===== config.mk =====
export PLATFORM = sky130hd
export DESIGN_NAME = multicycle_control
export DESIGN_NICKNAME = d
export VERILOG_FILES = /design/src/rtl/multicycle_control.sv
export SDC_FILE = /design/constraint.sdc
export NUM_CORES = 1
export LEC_CHECK = 0
export ABC_AREA = 0
export CAP_MARGIN = 20
export CORE_MARGIN = 4
export CORE_UTILIZATION = 45
export DETAILED_ROUTE_END_ITERATION = 12
export PLACE_DENSITY = 0.77
export SETUP_SLACK_MARGIN = 0.1
export SYNTH_ARGS = -nofsm -noshare
export SYNTH_HDL_FRONTEND = slang
export SYNTH_SLANG_ARGS = --single-unit

===== constraint.sdc =====
create_clock -name clk -period 2.4 [get_ports clk]
set_clock_uncertainty 0.2 [all_clocks]
set_input_delay 0.24 -clock clk [delete_from_list [all_inputs] [get_ports clk]]
set_output_delay 0.24 -clock clk [all_outputs]
set_load 0.03 [all_outputs]

===== src/rtl/multicycle_control.sv =====
// Moore control FSM for the shared-memory multicycle RISC-V datapath (R-type, lw, sw, beq),
// with a memory-ready handshake, a retired-instruction counter and a sticky illegal-opcode halt.
module multicycle_control #(
  parameter int unsigned CNT_W = 32
) (
  input  logic             clk,
  input  logic             rst_n,
  input  logic [6:0]       op,
  input  logic             Zero,
  input  logic             mem_ready,
  output logic             PCWrite,
  output logic             AdrSrc,
  output logic             IRWrite,
  output logic             MemWrite,
  output logic             RegWrite,
  output logic [1:0]       ResultSrc,
  output logic [1:0]       ALUSrcA,
  output logic [1:0]       ALUSrcB,
  output logic [1:0]       ALUOp,
  output logic             illegal,
  output logic [3:0]       state,
  output logic [CNT_W-1:0] instret
);

  localparam logic [6:0] OP_R   = 7'b0110011;
  localparam logic [6:0] OP_LW  = 7'b0000011;
  localparam logic [6:0] OP_SW  = 7'b0100011;
  localparam logic [6:0] OP_BEQ = 7'b1100011;

  typedef enum logic [3:0] {
    S_FETCH    = 4'd0,
    S_DECODE   = 4'd1,
    S_MEMADR   = 4'd2,
    S_MEMREAD  = 4'd3,
    S_MEMWB    = 4'd4,
    S_MEMWRITE = 4'd5,
    S_EXECUTER = 4'd6,
    S_ALUWB    = 4'd7,
    S_BEQ      = 4'd8,
    S_HALT     = 4'd9
  } state_t;

  state_t           state_q, state_d;
  logic [CNT_W-1:0] instret_q;
  logic             illegal_q;
  logic             retire;
  logic             pc_update;
  logic             branch;

  always_comb begin
    state_d = state_q;
    case (state_q)
      S_FETCH:    if (mem_ready) state_d = S_DECODE;
      S_DECODE: begin
        case (op)
          OP_LW, OP_SW: state_d = S_MEMADR;
          OP_R:         state_d = S_EXECUTER;
          OP_BEQ:       state_d = S_BEQ;
          default:      state_d = S_HALT;
        endcase
      end
      S_MEMADR:   state_d = (op == OP_SW) ? S_MEMWRITE : S_MEMREAD;
      S_MEMREAD:  if (mem_ready) state_d = S_MEMWB;
      S_MEMWB:    state_d = S_FETCH;
      S_MEMWRITE: if (mem_ready) state_d = S_FETCH;
      S_EXECUTER: state_d = S_ALUWB;
      S_ALUWB:    state_d = S_FETCH;
      S_BEQ:      state_d = S_FETCH;
      S_HALT:     state_d = S_HALT;
      default:    state_d = S_FETCH;
    endcase
  end

  // An instruction retires on the edge that leaves its final state.
  assign retire = (state_q == S_MEMWB) || (state_q == S_ALUWB) || (state_q == S_BEQ) ||
                  ((state_q == S_MEMWRITE) && mem_ready);

  always_ff @(posedge clk or negedge rst_n) begin
    if (!rst_n) begin
      state_q   <= S_FETCH;
      instret_q <= '0;
      illegal_q <= 1'b0;
    end else begin
      state_q <= state_d;
      if (retire) instret_q <= instret_q + CNT_W'(1);
      if (state_d == S_HALT) illegal_q <= 1'b1;
    end
  end

  always_comb begin
    pc_update = 1'b0;
    branch    = 1'b0;
    AdrSrc    = 1'b0;
    IRWrite   = 1'b0;
    MemWrite  = 1'b0;
    RegWrite  = 1'b0;
    ResultSrc = 2'b00;
    ALUSrcA   = 2'b00;
    ALUSrcB   = 2'b00;
    ALUOp     = 2'b00;
    case (state_q)
      S_FETCH: begin
        ALUSrcB   = 2'b10;
        ResultSrc = 2'b10;
        IRWrite   = mem_ready;
        pc_update = mem_ready;
      end
      S_DECODE: begin
        ALUSrcA = 2'b01;
        ALUSrcB = 2'b01;
      end
      S_MEMADR: begin
        ALUSrcA = 2'b10;
        ALUSrcB = 2'b01;
      end
      S_MEMREAD:  AdrSrc = 1'b1;
      S_MEMWB: begin
        ResultSrc = 2'b01;
        RegWrite  = 1'b1;
      end
      S_MEMWRITE: begin
        AdrSrc   = 1'b1;
        MemWrite = 1'b1;
      end
      S_EXECUTER: begin
        ALUSrcA = 2'b10;
        ALUOp   = 2'b10;
      end
      S_ALUWB:    RegWrite = 1'b1;
      S_BEQ: begin
        ALUSrcA = 2'b10;
        ALUOp   = 2'b01;
        branch  = 1'b1;
      end
      default: ;
    endcase
    // Reset forces FETCH asynchronously; the mem_ready-driven enables must still stay low.
    if (!rst_n) begin
      pc_update = 1'b0;
      IRWrite   = 1'b0;
      MemWrite  = 1'b0;
      RegWrite  = 1'b0;
    end
  end

  assign PCWrite = pc_update | (branch & Zero);
  assign illegal = illegal_q;
  assign state   = state_q;
  assign instret = instret_q;

endmodule


==> qor.yml <==
place_ws_ns: 0.0244
clk_transition_reported_paths_ns: 0.07
place.gp.congestion: 0.866
worstPathRequired_ns: 1.96
yosys_warnings: 0
fin_crit_sh_pct: 91.3
fillCellCount: 348
peakVddDrop_v: 0.000483
cp.arrival_ns: 1.75
worstSetupEndpointType: "output port"
num_rows: 23
critical_path_class: "reg2out"
syn_inst: 206
rsz0062_at_grt: "no"
syn-mean-instance-area_um2: 9.65
r2r-end: "instret[9]"
dieWidth_um: 74.5
overflow: 0
diodes: 0
synth_top_family_by_area: "simple AND/OR/NAND/NOR gates"
crit_family: "simple AND/OR/NAND/NOR gates"
cts_root_buf: "clkbuf_8"
fmax_mhz: 457
synthMuxAreaShare_pct: 1.01
antenna_found_initial: 0
hp-class: "reg2reg"
worstHoldEndpoint: "instret[31]"
synth_area_um2: 1990
yosys.area.top_type: "dfrtp_1"
r2r_start: "state[0]"
maxCapViolCount: 0
slew_headroom_pct: 77.6
grtUsageTotal_pct: 17.6
clock_sinks: 37
drc_errors: 0
yosys.area_share.xor_xnor_pct: 14.5
min_from: "instret[31]"
fin_tns_setup_ns: 0
synth_simple_gate_area_share_pct: 27.9
synth_compound_area_share_pct: 6.54
wl_per_cell_um: 13.3
slew_violations: 0
grt_max_degree: 22
post-route-util_pct: 68.2
die-area_um2: 5550
crit_path_max_fanout: 11
path_buf_inv: 1
start_kind: "flop"
reg2reg_depth: 5
multiInputGateArea_um2: 1030
ys_ff_latch: 37
leakage_nw: 1.31
ant_nets: 0
initial_core_util_pct: 48.0
pin_count: 61
cts_buffers: 5
area_delta_synth_final_pct: 42.2
yosysUniqueCellTypes: 42
drive_gt1_share_pct: 12.1
synthArstFlopShare_pct: 100
worst_pin_slew_ns: 0.336
die_height_um: 74.5
first_global_vias: 1734
via_count: 1720
via_per_inst: 5.21
cts_tree: "done"
synth_edf_count: 0
seq_area_um2: 931
dr.first_iter.drc_count: 81
finalHoldViolCount: 0
fin_nets: 291
htreeDepth: 2
slowest_stage: "dfrtp_2"
power_density_nw_per_um2: 789
finalSetupViolations: 0
dr.pass1.iters: 4
coreArea_um2: 4140
syn_nets: 218
synth_area_leaders: "dfrtp_1 (47%), xnor2_1 (7.0%), xor2_1 (6.6%)"
synth_top_flop_cell: "dfrtp_1"
place_area_um2: 2700
drt_wl_total_mm: 4.40
clkLatencyLatePin_ns: 0.29
synth_fa_ha_area_share_pct: 0.629
max_stage_delay_ns: 0.50
yosysTopAreaCellShare_pct: 46.6
io_buffers: 60
status: "finished clean"
reg2reg_slack_ns: 0.37
crit_chain: "nor4_4, and3_4, a21o_1, clkdlybuf4s15_1"
grt_pass1_wl_mm: 7.58
setup_slack_ns: 0.210
min_path_cells: 1
ys_seq_area_share_pct: 46.6
layout_min_cycle_time_ns: 2.19
hpwl_mm: 3.33
final_area_um2: 2830
cts_buffer_depth: 2
==> kinds of logic (layout without fill, tap and decap cells) <==
kind of cell             count (synthesis)  count (layout)
flip-flops                              37              37
adder cells (fa/ha/maj)                  1               1
AND/OR/NAND/NOR                        102             102
multiplexers                             2               2
AO/OA/AOI/OAI                           18              18
buffers and inverters                   14              88
XOR/XNOR                                32              32
==> what timing repair did <==
action	CTS	global route
endpoints found under the hold margin	37	0
gates cloned	0	0
setup buffers	0	3
resized for setup	11	4
pin swaps	0	0
endpoints found under the setup margin	11	12
hold buffers	1	0
==> worst max path at each step <==
stage	end	slack, ns	startpoint	cells after the start
final	PCWrite	0.21	state[2]	4
after global routing	PCWrite	0.11	state[2]	4
after CTS	ALUSrcB[1]	0.12	state[0]	2
after detailed placement	instret[21]	0.02	mem_ready	6
after global placement	instret[29]	0.07	mem_ready	6
after floorplan	PCWrite	0.07	state[2]	4
==> sequential cells by signal, indices dropped and copies added, names as in the netlist <==
| signal | count |
|---|---|
| state | 4 |
| illegal | 1 |
| instret | 32 |
==> metal layers <==
layer / routed length (um) / GRT usage, % / part of all wire (%)
met5: 0 / 0 / 0
met4: 84 / 7.51 / 1.9
met3: 205 / 3.78 / 4.7
met2: 2100 / 29.1 / 48
met1: 2010 / 22.2 / 46
==> final cells by class <==
cell class | count | area share (%)
inverter | 10 | 1.33
clock buffer | 7 | 3.41
sequential | 37 | 32.9
tap | 50 | 2.21
timing repair buffer | 70 | 23.6
clock inverter | 1 | 0.177
multi-input combinational | 155 | 36.4
==> metrics by stage <==
step	total power, mW	hold slack [ns]	instances
after floorplan	1.42	-0.256	206
after global placement	1.80	0.0567	318
after detailed placement	1.81	0.0539	318
after CTS	2.25	0.277	327
after global routing	2.36	0.298	330
final	2.23	0.266	330
==> where the power goes <==
part	internal (mW)	switching [mW]	leakage [nW]	total, mW
combinational	0.397	0.540	0.769	0.937
sequential	0.690	0.131	0.484	0.822
clock	0.259	0.211	0.0542	0.471
total	1.35	0.883	1.31	2.23
==> worst reg2reg max path, cell delays in order, from the launching register on <==
cell and delay [ns]:
dfrtp_2 0.51, nor4b_4 0.38, a31o_4 0.19, nand2_4 0.07
or4_4 0.44, xnor2_2 0.14
==> placed cells by master, fill, tap and decap left out, types with 7 or more instances in the layout <==
| cell type | instances |
|---|---|
| xor2_1 | 15 |
| nor3_1 | 8 |
| xnor2_1 | 16 |
| nand2_1 | 20 |
| buf_4 | 9 |
| inv_1 | 10 |
| clkbuf_8 | 7 |
| clkdlybuf4s50_1 | 46 |
| nand4_1 | 11 |
| nand3_1 | 11 |
| dfrtp_1 | 33 |
| nor2_1 | 26 |
| dlygate4sd2_1 | 10 |
==> Yosys cell counts, types with 2 or more instances <==
master	n
nor2b_1	2
mux2i_1	2
inv_1	10
a21o_1	2
dfrtp_1	37
nor3b_1	3
nand4_1	11
nor2_1	26
o21ai_0	4
nand3_1	11
nor3_2	3
a21oi_1	2
clkbuf_1	2
xor2_1	15
nand2b_1	4
xnor2_1	16
nor3_1	8
and3_1	2
nand2_1	20
nor4_1	4
Power figures use the tool's default switching activity.
